File: config.mk
export PLATFORM = sky130hd
export DESIGN_NAME = imem_loader
export DESIGN_NICKNAME = d
export VERILOG_FILES = /design/src/rtl/imem_loader_pkg.sv /design/src/rtl/imem_loader_word_packer.sv /design/src/rtl/imem_loader.sv
export SDC_FILE = /design/constraint.sdc
export NUM_CORES = 1
export LEC_CHECK = 0
export BUFFER_PORTS_ARGS = -buffer_cell sky130_fd_sc_hd__buf_2
export CAP_MARGIN = 20
export CELL_PAD_IN_SITES_DETAIL_PLACEMENT = 1
export CELL_PAD_IN_SITES_GLOBAL_PLACEMENT = 1
export CORE_ASPECT_RATIO = 1.75
export CORE_MARGIN = 4
export CORE_UTILIZATION = 47
export CTS_CLUSTER_DIAMETER = 80
export DETAILED_ROUTE_END_ITERATION = 7
export PLACE_DENSITY_LB_ADDON = 0.15
export REMOVE_ABC_BUFFERS = 1
export SKIP_LAST_GASP = 1
export SYNTH_ARGS = -nofsm -noshare
export SYNTH_HDL_FRONTEND = slang
export SYNTH_SLANG_ARGS = --single-unit
File: constraint.sdc
create_clock -name clk -period 3.76 [get_ports clk]
set_clock_uncertainty 0.05 [all_clocks]
set_input_delay 0.564 -clock clk [delete_from_list [all_inputs] [get_ports clk]]
set_output_delay 0.564 -clock clk [all_outputs]
set_load 0.01 [all_outputs]
File: src/rtl/imem_loader_pkg.sv
// Shared types and constants for the instruction-memory loader.
// Combinational definitions only; no latency.
// No flow control of its own.
package imem_loader_pkg;

    typedef enum logic [2:0] {
        IDLE = 3'd0,
        HDR0 = 3'd1,
        HDR1 = 3'd2,
        DATA = 3'd3,
        DONE = 3'd4,
        ERR  = 3'd5
    } state_t;

    localparam int BYTES_PER_WORD = 4;
    localparam int HDR_BYTES      = 2;

endpackage

File: src/rtl/imem_loader_word_packer.sv
// Packs a little-endian byte stream into 32-bit words.
// word/word_ready are combinational on the 4th byte, so the caller can register them at that edge.
// No backpressure; the caller qualifies byte_vld with its own ready.
module word_packer
    import imem_loader_pkg::*;
(
    input  logic        clk,
    input  logic        rst_n,
    input  logic        clr,
    input  logic        byte_vld,
    input  logic [7:0]  byte_dat,
    output logic        word_ready,
    output logic [31:0] word
);

    localparam int LANE_W = $clog2(BYTES_PER_WORD);

    logic [LANE_W-1:0] lane;
    // The top lane is never stored: the 4th byte goes straight onto word.
    logic [23:0]       asm_q;

    assign word_ready = byte_vld && (lane == LANE_W'(BYTES_PER_WORD - 1));
    assign word       = {byte_dat, asm_q};

    always_ff @(posedge clk or negedge rst_n) begin
        if (!rst_n) begin
            lane  <= '0;
            asm_q <= '0;
        end else if (clr) begin
            lane  <= '0;
            asm_q <= '0;
        end else if (byte_vld) begin
            lane <= lane + LANE_W'(1);
            case (lane)
                2'd0:    asm_q[7:0]   <= byte_dat;
                2'd1:    asm_q[15:8]  <= byte_dat;
                2'd2:    asm_q[23:16] <= byte_dat;
                default: asm_q        <= asm_q;
            endcase
        end
    end

endmodule

File: src/rtl/imem_loader.sv
// Loads the instruction memory from a length-prefixed little-endian byte stream; holds the CPU in reset meanwhile.
// Word write (we/WA/WD) is registered at the edge that accepts the 4th byte of a word.
// in_ready decoded from state only; high in HDR0/HDR1/DATA so full-rate bytes are accepted through writes.
module imem_loader
    import imem_loader_pkg::*;
#(
    parameter int ADDR_W = 16,
    parameter int WORDS  = 1024
)
(
    input  logic              clk,
    input  logic              rst_n,
    input  logic              start,
    input  logic              in_valid,
    input  logic [7:0]        in_data,
    output logic              in_ready,
    output logic              we,
    output logic [ADDR_W-1:0] WA,
    output logic [31:0]       WD,
    output logic              cpu_hold,
    output logic              done,
    output logic              err
);

    state_t            state_q, state_d;
    logic [15:0]       len_q;
    logic [15:0]       hdr_len;
    logic [ADDR_W-3:0] word_idx;
    logic              xfer, restart, word_ready, last_word;
    logic [31:0]       packed_word;

    assign in_ready  = (state_q == HDR0) || (state_q == HDR1) || (state_q == DATA);
    assign xfer      = in_valid && in_ready;
    assign restart   = start && ((state_q == IDLE) || (state_q == DONE) || (state_q == ERR));
    assign hdr_len   = {in_data, len_q[7:0]};
    assign last_word = (32'(word_idx) + 32'd1) == 32'(len_q);

    assign cpu_hold = (state_q != DONE);
    assign done     = (state_q == DONE);
    assign err      = (state_q == ERR);

    word_packer u_packer (
        .clk        (clk),
        .rst_n      (rst_n),
        .clr        (restart),
        .byte_vld   (xfer && (state_q == DATA)),
        .byte_dat   (in_data),
        .word_ready (word_ready),
        .word       (packed_word)
    );

    always_ff @(posedge clk or negedge rst_n) begin
        if (!rst_n) state_q <= IDLE;
        else        state_q <= state_d;
    end

    always_comb begin
        state_d = state_q;
        case (state_q)
            IDLE, DONE, ERR: if (start) state_d = HDR0;
            HDR0:            if (xfer) state_d = HDR1;
            HDR1: begin
                if (xfer) begin
                    if (hdr_len == 16'd0)                 state_d = DONE;
                    else if (32'(hdr_len) > 32'(WORDS))   state_d = ERR;
                    else                                  state_d = DATA;
                end
            end
            DATA:            if (word_ready && last_word) state_d = DONE;
            default:         state_d = IDLE;
        endcase
    end

    always_ff @(posedge clk or negedge rst_n) begin
        if (!rst_n) begin
            len_q    <= '0;
            word_idx <= '0;
            we       <= 1'b0;
            WA       <= '0;
            WD       <= '0;
        end else begin
            we <= 1'b0;
            if (restart)
                word_idx <= '0;
            if (xfer && (state_q == HDR0))
                len_q[7:0] <= in_data;
            if (xfer && (state_q == HDR1))
                len_q[15:8] <= in_data;
            // WA/WD only move on a write so they hold between strobes.
            if (word_ready) begin
                we       <= 1'b1;
                WA       <= {word_idx, 2'b00};
                WD       <= packed_word;
                word_idx <= word_idx + (ADDR_W-2)'(1);
            end
        end
    end

endmodule

==> results.md, run 1 <==
- Status: finished, final reports clean
- Fillers: 1,197
- Family with the most delay on the worst path: simple AND/OR/NAND/NOR gates
- Post-Synthesis Cells: 540
- Fin crit period: 2610 ps
- Grt ovf: 0
- DR vias/cell: 5.54
- Final Cycle Share: 0.695
- Yosys cell types: 48
- Number of global-route vias before repair: 4,201
- Final ANT Viol Nets: 0
- Worst EP required: between 3000 and 4000 ps
- CP Launch Type: flop
- Unrepaired setup endpoints after global routing: false
- Hold buffers post-CTS: 0
- Post-layout power: 3.14 mW
- Wire length per cell: 17.8 um
- Initial antenna violation count: 0
- Via count: 3,962
- Post_cts resized: 0
- Layout cell share with drive strength beyond 1: 0.158
- Die Span Y: 143 um
- Post-CTS setup buffers: 0
- Int Pwr: 2.13 mW
- Max rail drop VDD: 0.000265 V
- Core area: 10,200 um^2
- Leakage: 2.86 nW
- Tot GR Track Use: 0.221
- Psw: 1.01 mW
- Layout area overhead: 13.5%
- Die X: 85.4 um
- Syn Area/Cell: about 9.1 um^2
- Detailed Routing Iterations Pass 1: 4
- Share of the yosys chip area belonging to registers: 0.538
- 1st-iter DRT viols: about 120
- Deepest clock path buffer count: 2
- Post-route insts no fill: 715
- Max stage delay on crit path: 620 ps
- First-pass GRT wire length: roughly 21 mm
- Footprint of the multi-input gates: 2100 um^2
- Main synth FF type: dfrtp_1
- Largest net degree at the start of global routing: a little over 60
- Worst rel slew slack: 0.389
- Worst path cell trace: and4b_1 > nand2_2 > inv_2 > nand4_1 > or4_4 > nor4_4 > o31a_1
- Std cell rows: 49
- Register area: between 2000 and 3000 um^2
- Antenna Cells: 0
- Root buf cell: clkbuf_16
- Ys Warns: 0
- Crit path DAT: 2850 ps
- H-tree depth: 3
- Worst-path clk slew: 70 ps
- Main area contributors after synthesis: dfrtp_1, nand2_1, mux2_1
- Sw Share: 0.321
- Final Setup Violations: 0
- Cell area after layout: 5600 um^2
- Logic pwr share: 0.226
- Buffers on Ports: 62
- Worst R2R Path Depth: 7
- Dpl cell area: 5310 um^2
- Max Cap Violations: 0
- Synth top area share: 0.538
- Hold_ws: ~240 ps
- Place WS: 1090 ps
- Crit path buffers/inverters: 1
- CP Capture Type: flop
- Max FO, Critical Path: 27
- Drt total wl: about 13 mm
- Final WS setup: between 1000 and 1500 ps
- Power density cells: around 560 nW/um^2
- # IOs: 65
- Die area: 12,300 um^2
- Slew at the pin closest to its max-slew limit: 913 ps
- TritonCTS clock tree: yes
- Clk Latency, worst-skew pair: 340 ps
- Area leader, netlist: dfrtp_1
- FF+latch count, synth: 106
- CP Depth: 7
- Final hold violations: 0
- DP Wirelength: 8.94 mm
- Clock Sinks: 106
- Post-Place Cells: 699
- HP Class: input pin to async pin
- Final nets: 600
- Initial Util: 0.481
- Worst setup path category: flop to flop
- Synth async-reset ratio: 1.00
- Clock share of power: 0.297
- CTS Buf Count: 9
- FMAX: 382 MHz
- Synth Cell Area: 4930 um^2
- GP Congestion: 0.833
- Share of power burned in registers: 0.477
- Slowest CP cell: dfrtp_1
- DRC violations left: 0
- Max Transition Viols Final: 0
- Number of flops mapped to enable cells by yosys: 0
==> synthesized netlist by cell type, types with 4 or more instances <==
cell type  count
xor2_1         8
o31ai_1        5
buf_2          5
o21ai_0        5
mux2_1        16
o21ai_1       17
nand3_1       33
a21oi_1       30
ha_1           5
dfrtp_1      106
buf_1          9
nor3_1         5
nor4_1         4
xnor2_1       16
nor2_1        25
clkbuf_1      22
nand2_1      182
==> worst reg2reg max path: stages (launching register included) <==
cell	delay (ps)
dfrtp_1	620
and4b_1	310
nand2_2	80
inv_2	380
nand4_1	150
or4_4	550
nor4_4	230
o31a_1	190
==> state kept, by name, indices dropped and copies added (netlist names) <==
register        count
we                  1
WA                 14
word_idx           14
WD                 32
state_q             3
len_q              16
u_packer.asm_q     24
u_packer.lane       2
==> layer usage <==
layer | vias to the layer above | global-route usage | wire length [um]
li1 | 1862 | - | -
met1 | 2001 | 0.249 | 4970
met2 | 72 | 0.406 | 7010
met3 | 27 | 0.0402 | 385
met4 | 0 | 0.0876 | 357
met5 | - | 0 | 0
==> area by class of cell <==
class / count / share of cell area
multi-input cells: 391 / 0.376
inverters: 5 / 0.00335
repair buffers: 70 / 0.0666
flip-flops and latches: 106 / 0.474
clock buffers: 12 / 0.0423
clock inverters: 4 / 0.00917
well taps: 127 / 0.0284
==> power groups by stage <==
stage	Combinational [mW]	Sequential, mW	Clock, mW
6_report	0.710	1.50	0.932
5_1_grt	0.784	1.52	1.01
2_1_floorplan	0.482	1.46	0
3_3_place_gp	0.671	1.49	0
3_5_place_dp	0.711	1.52	0
4_1_cts	0.724	1.50	0.961
==> path summary, 6_finish.rpt <==
check	from	end	slack, ps
max in group asynchronous	rst_n	WD[23]$_DFFE_PN0P_	2580
worst max-delay path	state_q[1]$_DFFE_PN0P_	state_q[2]$_DFFE_PN0P_	1150
worst min register to register	WA[9]$_DFFE_PN0P_	WA[9]$_DFFE_PN0P_	420
worst max register to register	state_q[1]$_DFFE_PN0P_	state_q[2]$_DFFE_PN0P_	1150
min in group clk	WA[9]$_DFFE_PN0P_	WA[9]$_DFFE_PN0P_	420
worst min-delay path	rst_n	word_idx[13]$_DFFE_PN0P_	240
==> cell families (layout without fill, tap and decap cells) <==
kind of cell / after synthesis / count (layout) / share of synthesized area
fa+ha+maj: 6 / 6 / 0.0147
compound gates: 63 / 63 / 0.0706
simple gates: 278 / 278 / 0.255
xor+xnor: 24 / 24 / 0.0427
mux: 18 / 18 / 0.0406
other cells: 1 / 2 / 0.000761
buf+inv: 44 / 91 / 0.0371
flops: 106 / 106 / 0.538
==> metrics by stage <==
stage / utilization / TNS, ps
global placement: 0.518 / 0
finish: 0.546 / 0
floorplan: - / -3150
detailed placement: 0.518 / 0
CTS: 0.546 / 0
global route: 0.546 / 0
==> cell usage in the layout, fill, tap and decap left out, types with 2 or more instances in the layout <==
cell	Yosys	routed
nor2b_1	2	2
dfrtp_1	106	106
clkbuf_16	0	9
mux2_1	16	16
and3_1	2	2
nor4_1	4	4
a21oi_1	30	30
buf_2	5	61
nor4bb_1	2	2
nand4_1	3	3
ha_1	5	5
mux2i_1	2	2
inv_1	3	3
o21ai_1	17	17
nor2_1	25	25
inv_2	2	2
nand3_1	33	33
nor4_4	2	2
or3_1	2	2
o21ai_0	5	5
xor2_1	8	8
nor3_1	5	5
xnor2_1	16	16
and3b_1	2	2
and2_1	2	2
clkbuf_1	22	3
conb_1	1	2
nand2_1	182	181
buf_4	3	9
o31ai_1	5	5
nand3b_1	2	2
(Power assumes the default switching activity.)
==> inputs of run 2 (changes only) <==
Settings changed: ABC_AREA set to 1, CORE_UTILIZATION 47 to 39.
Clock period 3.76 ns to 2.2 ns, I/O delays scaled along.
==> run 2 against run 1 <==
  * Non-clock buffer count rose by 6
  * Hold slack better by 31 ps
  * Synthesized area barely moved
  * Critical path depth up 5
  * Sequential share of layout area decreased by 2.1 points
  * First-iteration DRC count up 35%
  * Flip-flop and latch count unchanged
==> results.md, run 2 <==
- Initial Util: 0.397
- Logic pwr share: 0.268
- CP Capture Type: flop
- DRC violations left: 0
- Main synth FF type: dfrtp_1
- Final hold violations: 0
- Share of the yosys chip area belonging to registers: 0.538
- Fillers: 1,592
- Psw: 2.06 mW
- Share of power burned in registers: 0.451
- Most numerous cell in the Yosys netlist: nand2_1
- DP Wirelength: 10.6 mm
- Clk Latency, worst-skew pair: 350 ps
- TritonCTS clock tree: yes
- Final Cycle Share: 0.931
- Max Transition Viols Final: 0
- Post-Place Cells: between 800 and 900
- Main area contributors after synthesis: dfrtp_1, nand2_1, o21ai_0
- Synth cell count leaders: nand2_1, dfrtp_1, o21ai_0, inv_1, nand3_1
- Number of flops mapped to enable cells by yosys: 0
- Int Pwr: 3.67 mW
- Clock Sinks: 106
- Clock share of power: 0.281
- Drt total wl: around 14 mm
- Number of global-route vias before repair: 4,545
- H-tree depth: 3
- Most flops, register: WD
- Tot GR Track Use: 0.202
- Max Cap Violations: 0
- Yosys cell types: 29
- Worst setup path category: flop to flop
- Initial antenna violation count: 0
- Die area: 14,600 um^2
- Crit path DAT: between 2000 and 2500 ps
- Largest net degree at the start of global routing: 104
- Fin crit period: 2050 ps
- Deepest clock path buffer count: 2
- Largest regs: WD (32), u_packer.asm_q (24), len_q (16)
- HP Class: input pin to flop
- 1st-iter DRT viols: 166
- Sw Share: 0.359
- Final WS setup: 152 ps
- Cell area after layout: 5860 um^2
- Max reg flops: 32
- DR vias/cell: 4.90
- CTS Buf Count: 9
- Syn Area/Cell: 8.05 um^2
- Worst EP required: 2430 ps
- FMAX: 488 MHz
- Post-route insts no fill: 854
- Max rail drop VDD: 0.000546 V
- CP Launch Type: flop
- Ys Warns: 0
- Synth Cell Area: 4930 um^2
- Area leader, netlist: dfrtp_1
- Antenna Cells: 0
- Synth top area share: 0.538
- Status: finished, final reports clean
- Max FO, Critical Path: 5
- Wire length per cell: 16.2 um
- Final nets: 698
- Core area: 12,400 um^2
- Worst-path clk slew: ~80 ps
- Layout Utilization: 0.471
- Final ANT Viol Nets: 0
- Layout cell share with drive strength beyond 1: 0.176
- Power density cells: slightly below 1000 nW/um^2
- # IOs: 65
- Final Setup Violations: 0
- Buffers on Ports: 62
- Commonest non-fill, non-tap cell in the layout: nand2_1
- Detailed Routing Iterations Pass 1: 4
- Post-Synthesis Cells: 613
- Die X: 93.0 um
- Place WS: 70.5 ps
- FF+latch count, synth: 106
- Root buf cell: clkbuf_16
- Die Span Y: around 160 um
- First-pass GRT wire length: ~23 mm
- Leakage: 3.03 nW
- Via count: approximately 4,200
- Synth async-reset ratio: 1.00
- Dpl cell area: 5470 um^2
- Grt ovf: 0
- Std cell rows: 54
- Most frequent cells in the layout: nand2_1, dfrtp_1, o21ai_0, inv_1, buf_2
- GP Congestion: 0.869
- Layout area overhead: 18.7%
run 2: path summary, 6_finish.rpt:
kind                                    startpoint                        endpoint  slack, ps  cells after the start
max in group asynchronous                    rst_n  u_packer.asm_q[18]$_DFFE_PN0P_        980                      3
min reg2reg                     WA[13]$_DFFE_PN0P_              WA[13]$_DFFE_PN0P_        430                      2
min in group asynchronous                    rst_n                    we$_DFF_PN0_        420                      2
max reg2reg                word_idx[1]$_DFFE_PN0P_          state_q[1]$_DFFE_PN0P_        150                     12
max                        word_idx[1]$_DFFE_PN0P_          state_q[1]$_DFFE_PN0P_        150                     12
min                                     in_data[7]            len_q[7]$_DFFE_PN0P_        280                      3
run 2: cell type report:
type / count / area, um^2 / area share
clock buffer: 10 / 239 / 0.0408
clock inverter: 6 / 58.8 / 0.0100
inverter: 84 / 315 / 0.0538
multi-input combinational: 404 / 1930 / 0.330
sequential: 106 / 2650 / 0.453
tap: 168 / 210 / 0.0359
timing repair buffer: 76 / 445 / 0.0761
run 2: repair_timing:
| action | in CTS | in global routing |
|---|---|---|
| resized for setup | 0 | 13 |
| buffers inserted | 0 | 4 |
| hold buffers | 1 | 0 |
| endpoints found under the hold margin | 33 | 0 |
| endpoints found under the setup margin | 0 | 4 |
run 2: stage by stage:
step                      TNS [ps]  hold WS [ps]  total power, mW
after floorplan              -4770         -15.6             3.55
after global placement           0           266             4.10
after detailed placement         0           274             4.18
after CTS                        0           273             5.81
after global routing         -30.2           294             6.16
final                            0           276             5.73
run 2: power groups by stage:
stage | combinational, mW | sequential [mW] | clock [mW]
after floorplan | 0.999 | 2.55 | 0
after global placement | 1.49 | 2.61 | 0
after detailed placement | 1.56 | 2.62 | 0
after CTS | 1.57 | 2.59 | 1.66
after global routing | 1.78 | 2.64 | 1.74
final | 1.53 | 2.58 | 1.61
run 2: worst max-delay path, cell delays in order (launching register included):
cell	delay, ps
dfrtp_2	430
ha_4	160
nand2_2	100
nor2_4	230
buf_4	150
nand4_1	120
nand3b_1	160
nand3_1	90
nor2_1	140
nand3_2	120
nand2_2	90
nand2_1	60
nand2_1	70
run 2: logic make-up (layout without fill, tap and decap cells):
logic type / count (synthesis) / in the layout / share of synthesized area
AND/OR/NAND/NOR: 288 / 288 / 0.252
AO/OA/AOI/OAI: 108 / 108 / 0.113
flip-flops: 106 / 106 / 0.538
buffers and inverters: 104 / 176 / 0.0814
adder cells (fa/ha/maj): 5 / 5 / 0.0127
other: 1 / 2 / 0.000760
XOR/XNOR: 1 / 1 / 0.00178
run 2: routing by layer:
metal | vias up | GRT usage | share of wire
met5 | - | 0 | 0
met4 | 0 | 0.0874 | 0.036
met3 | 30 | 0.0342 | 0.031
met2 | 67 | 0.382 | 0.55
met1 | 2013 | 0.217 | 0.38
li1 | 2072 | - | -
==> inputs of run 3 (changes only) <==
Settings changed: CELL_PAD_IN_SITES_DETAIL_PLACEMENT 1 to not set, CELL_PAD_IN_SITES_GLOBAL_PLACEMENT 1 to not set, CORE_UTILIZATION 39 to 35, GPL_TIMING_DRIVEN set to 0.
==> run 3 against run 2 <==
  * Maximum frequency about the same
  * Critical endpoint unchanged
  * Hold slack worse by 250 ps
  * Power up 2.3%
  * Non-clock buffer count down 7
  * Combinational power about the same
  * Die area up 11%
  * First-iteration DRC count up 9.6%
  * Critical path type unchanged
  * Sequential share of layout area down 0.34 points
  * Via count down 1.3%
  * Wire length down 8.1%
  * Highest routed layer unchanged
  * Setup slack better by 0.51 ps
  * Largest power group unchanged
==> results.md, run 3 (synthesis gave the netlist of run 2 again) <==
- Status: finished, final reports clean
- Leakage: 3.03 nW
- Detailed Routing Iterations Pass 1: 4
- Max stage delay on crit path: 440 ps
- Final Cycle Share: 0.931
- Root buf cell: clkbuf_16
- Footprint of the multi-input gates: 1970 um^2
- Buffers on Ports: 62
- Worst path cell trace: nand2_1 > nor2_4 > nand3_4 > buf_16 > nor2_2 > nand3_1 > nor2_1 > nand2_1 > nor2_2 > nand3_2 > nand2_2 > nand2_1 > nand2_1
- Layout cell share with drive strength beyond 1: 0.181
- Commonest non-fill, non-tap cell in the layout: nand2_1
- Fillers: 1,449
- Slew at the pin closest to its max-slew limit: 836 ps
- Max reg flops: 32
- Grt ovf: 0
- DRC violations left: 0
- Layout area overhead: 19.7%
- Max Transition Viols Final: 0
- First-pass GRT wire length: 21.3 mm
- Largest regs: WD (32), u_packer.asm_q (24), len_q (16)
- H-tree depth: 3
- GP Congestion: 0.851
- HP Class: input pin to async pin
- Slowest CP cell: dfrtp_2
- Final ANT Viol Nets: 0
- DP Wirelength: 9.21 mm
- Initial Util: 0.356
- Deepest clock path buffer count: 2
- R2r setup slk: 150 ps
- CTS Buf Count: 9
- Fin crit period: 2050 ps
- Via count: between 4,000 and 5,000
- Post-Place Cells: 835
- Post-layout power: 5.86 mW
- Drt total wl: between 10 and 15 mm
- Core area: 13,800 um^2
- Worst setup path category: flop to flop
- Hold buffers post-CTS: 0
- Clk Latency, worst-skew pair: ~340 ps
- Post-route insts no fill: 858
- Antenna Cells: 0
- Most frequent cells in the layout: nand2_1, dfrtp_1, o21ai_0, inv_1, buf_2
- Final hold violations: 0
- # IOs: 65
- Number of global-route vias before repair: 4,288
- Tot GR Track Use: 0.166
- Final nets: 693
- Place WS: -337 ps
- Final Setup Violations: 0
- Die X: 97.7 um
- Max Cap Violations: 0
- CP Capture Type: flop
- DR vias/cell: 4.81
- Layout Utilization: 0.427
- Power density cells: 993 nW/um^2
- Wire length per cell: 14.8 um
- Die Span Y: 165 um
- 1st-iter DRT viols: 182
- Worst rel slew slack: 0.442
- TritonCTS clock tree: yes
- Clock Sinks: 106
- FMAX: 488 MHz
- Max rail drop VDD: 0.000603 V
- Largest net degree at the start of global routing: 63
- Initial antenna violation count: 0
- Max FO, Critical Path: 62
- Worst EP required: 2430 ps
- Most flops, register: WD
- Die area: roughly 16,000 um^2
- CP Launch Type: flop
- Final WS setup: 153 ps
- Crit path DAT: 2280 ps
- Most used cell, CP: nand2_1
- Std cell rows: 57
- Register area: 2660 um^2
- Worst-path clk slew: 80 ps
-- run 3: cell types whose count changed in the layout (fill, tap and decap cells not counted), moves of 2 or more --
cell      before  now
clkinv_8       1    3
nand3_2        2    5
nor2_2         6    8
buf_16         0    2
buf_4         12    6
inv_6          2    0
nand2_1      186  184
buf_12         2    0
inv_8          1    3
-- run 3: critical path, delay by kind of cell, from the launching register on --
kind                   cells  cell delay [ps]
and+or+nand+nor           12             1280
DFF                        1              440
buffers and inverters      1              210
-- run 3: power breakdown --
group          internal (mW)  switching [mW]  total [mW]
clock network          0.938           0.841        1.78
logic                  0.488            1.01        1.50
registers               2.34           0.242        2.58
total                   3.77            2.09        5.86
-- run 3: final timing paths --
| kind | end | start | cells after the start |
|---|---|---|---|
| hold / removal | u_packer.asm_q[12]$_DFFE_PN0P_ | rst_n | 1 |
| setup reg to reg | state_q[1]$_DFFE_PN0P_ | state_q[0]$_DFFE_PN0P_ | 13 |
| max in group asynchronous | word_idx[0]$_DFFE_PN0P_ | rst_n | 2 |
| setup / recovery | state_q[1]$_DFFE_PN0P_ | state_q[0]$_DFFE_PN0P_ | 13 |
| min in group clk | len_q[7]$_DFFE_PN0P_ | in_data[7] | 3 |
| hold reg to reg | WA[12]$_DFFE_PN0P_ | WA[12]$_DFFE_PN0P_ | 2 |
-- run 3: final cells by class --
class                           instances  area share
Inverter                               84      0.0534
Multi-Input combinational cell        406       0.333
Timing Repair Buffer                   69      0.0687
Tap cell                              177      0.0375
Sequential cell                       106       0.450
Clock inverter                          7      0.0191
Clock buffer                            9      0.0382
-- run 3: through the flow --
stage                     hold slack [ps]  area, um^2  setup TNS (ps)
after detailed placement              419        5450           -1750
after global routing                 79.1        5900           -15.0
after CTS                            60.1        5820           -1240
after floorplan                     -15.6        4850           -4770
after global placement                412        5380         -111850
final                                29.5        5900               0
-- run 3: layer usage --
layer  wire length [um]  GRT usage  share of wire  up-vias
li1                   -          -              -     2074
met1               4840      0.172           0.38     1938
met2               7070      0.323           0.56       96
met3                466     0.0304          0.037       21
met4                361     0.0687          0.028        0
met5                  0          0              0        -
-- run 3: repair_timing --
action                                  in CTS  in global routing
cloned                                       2                  0
pin swaps                                    1                  3
gates resized for setup                      4                 14
endpoints found under the setup margin      25                 40
buffers inserted                             1                  4
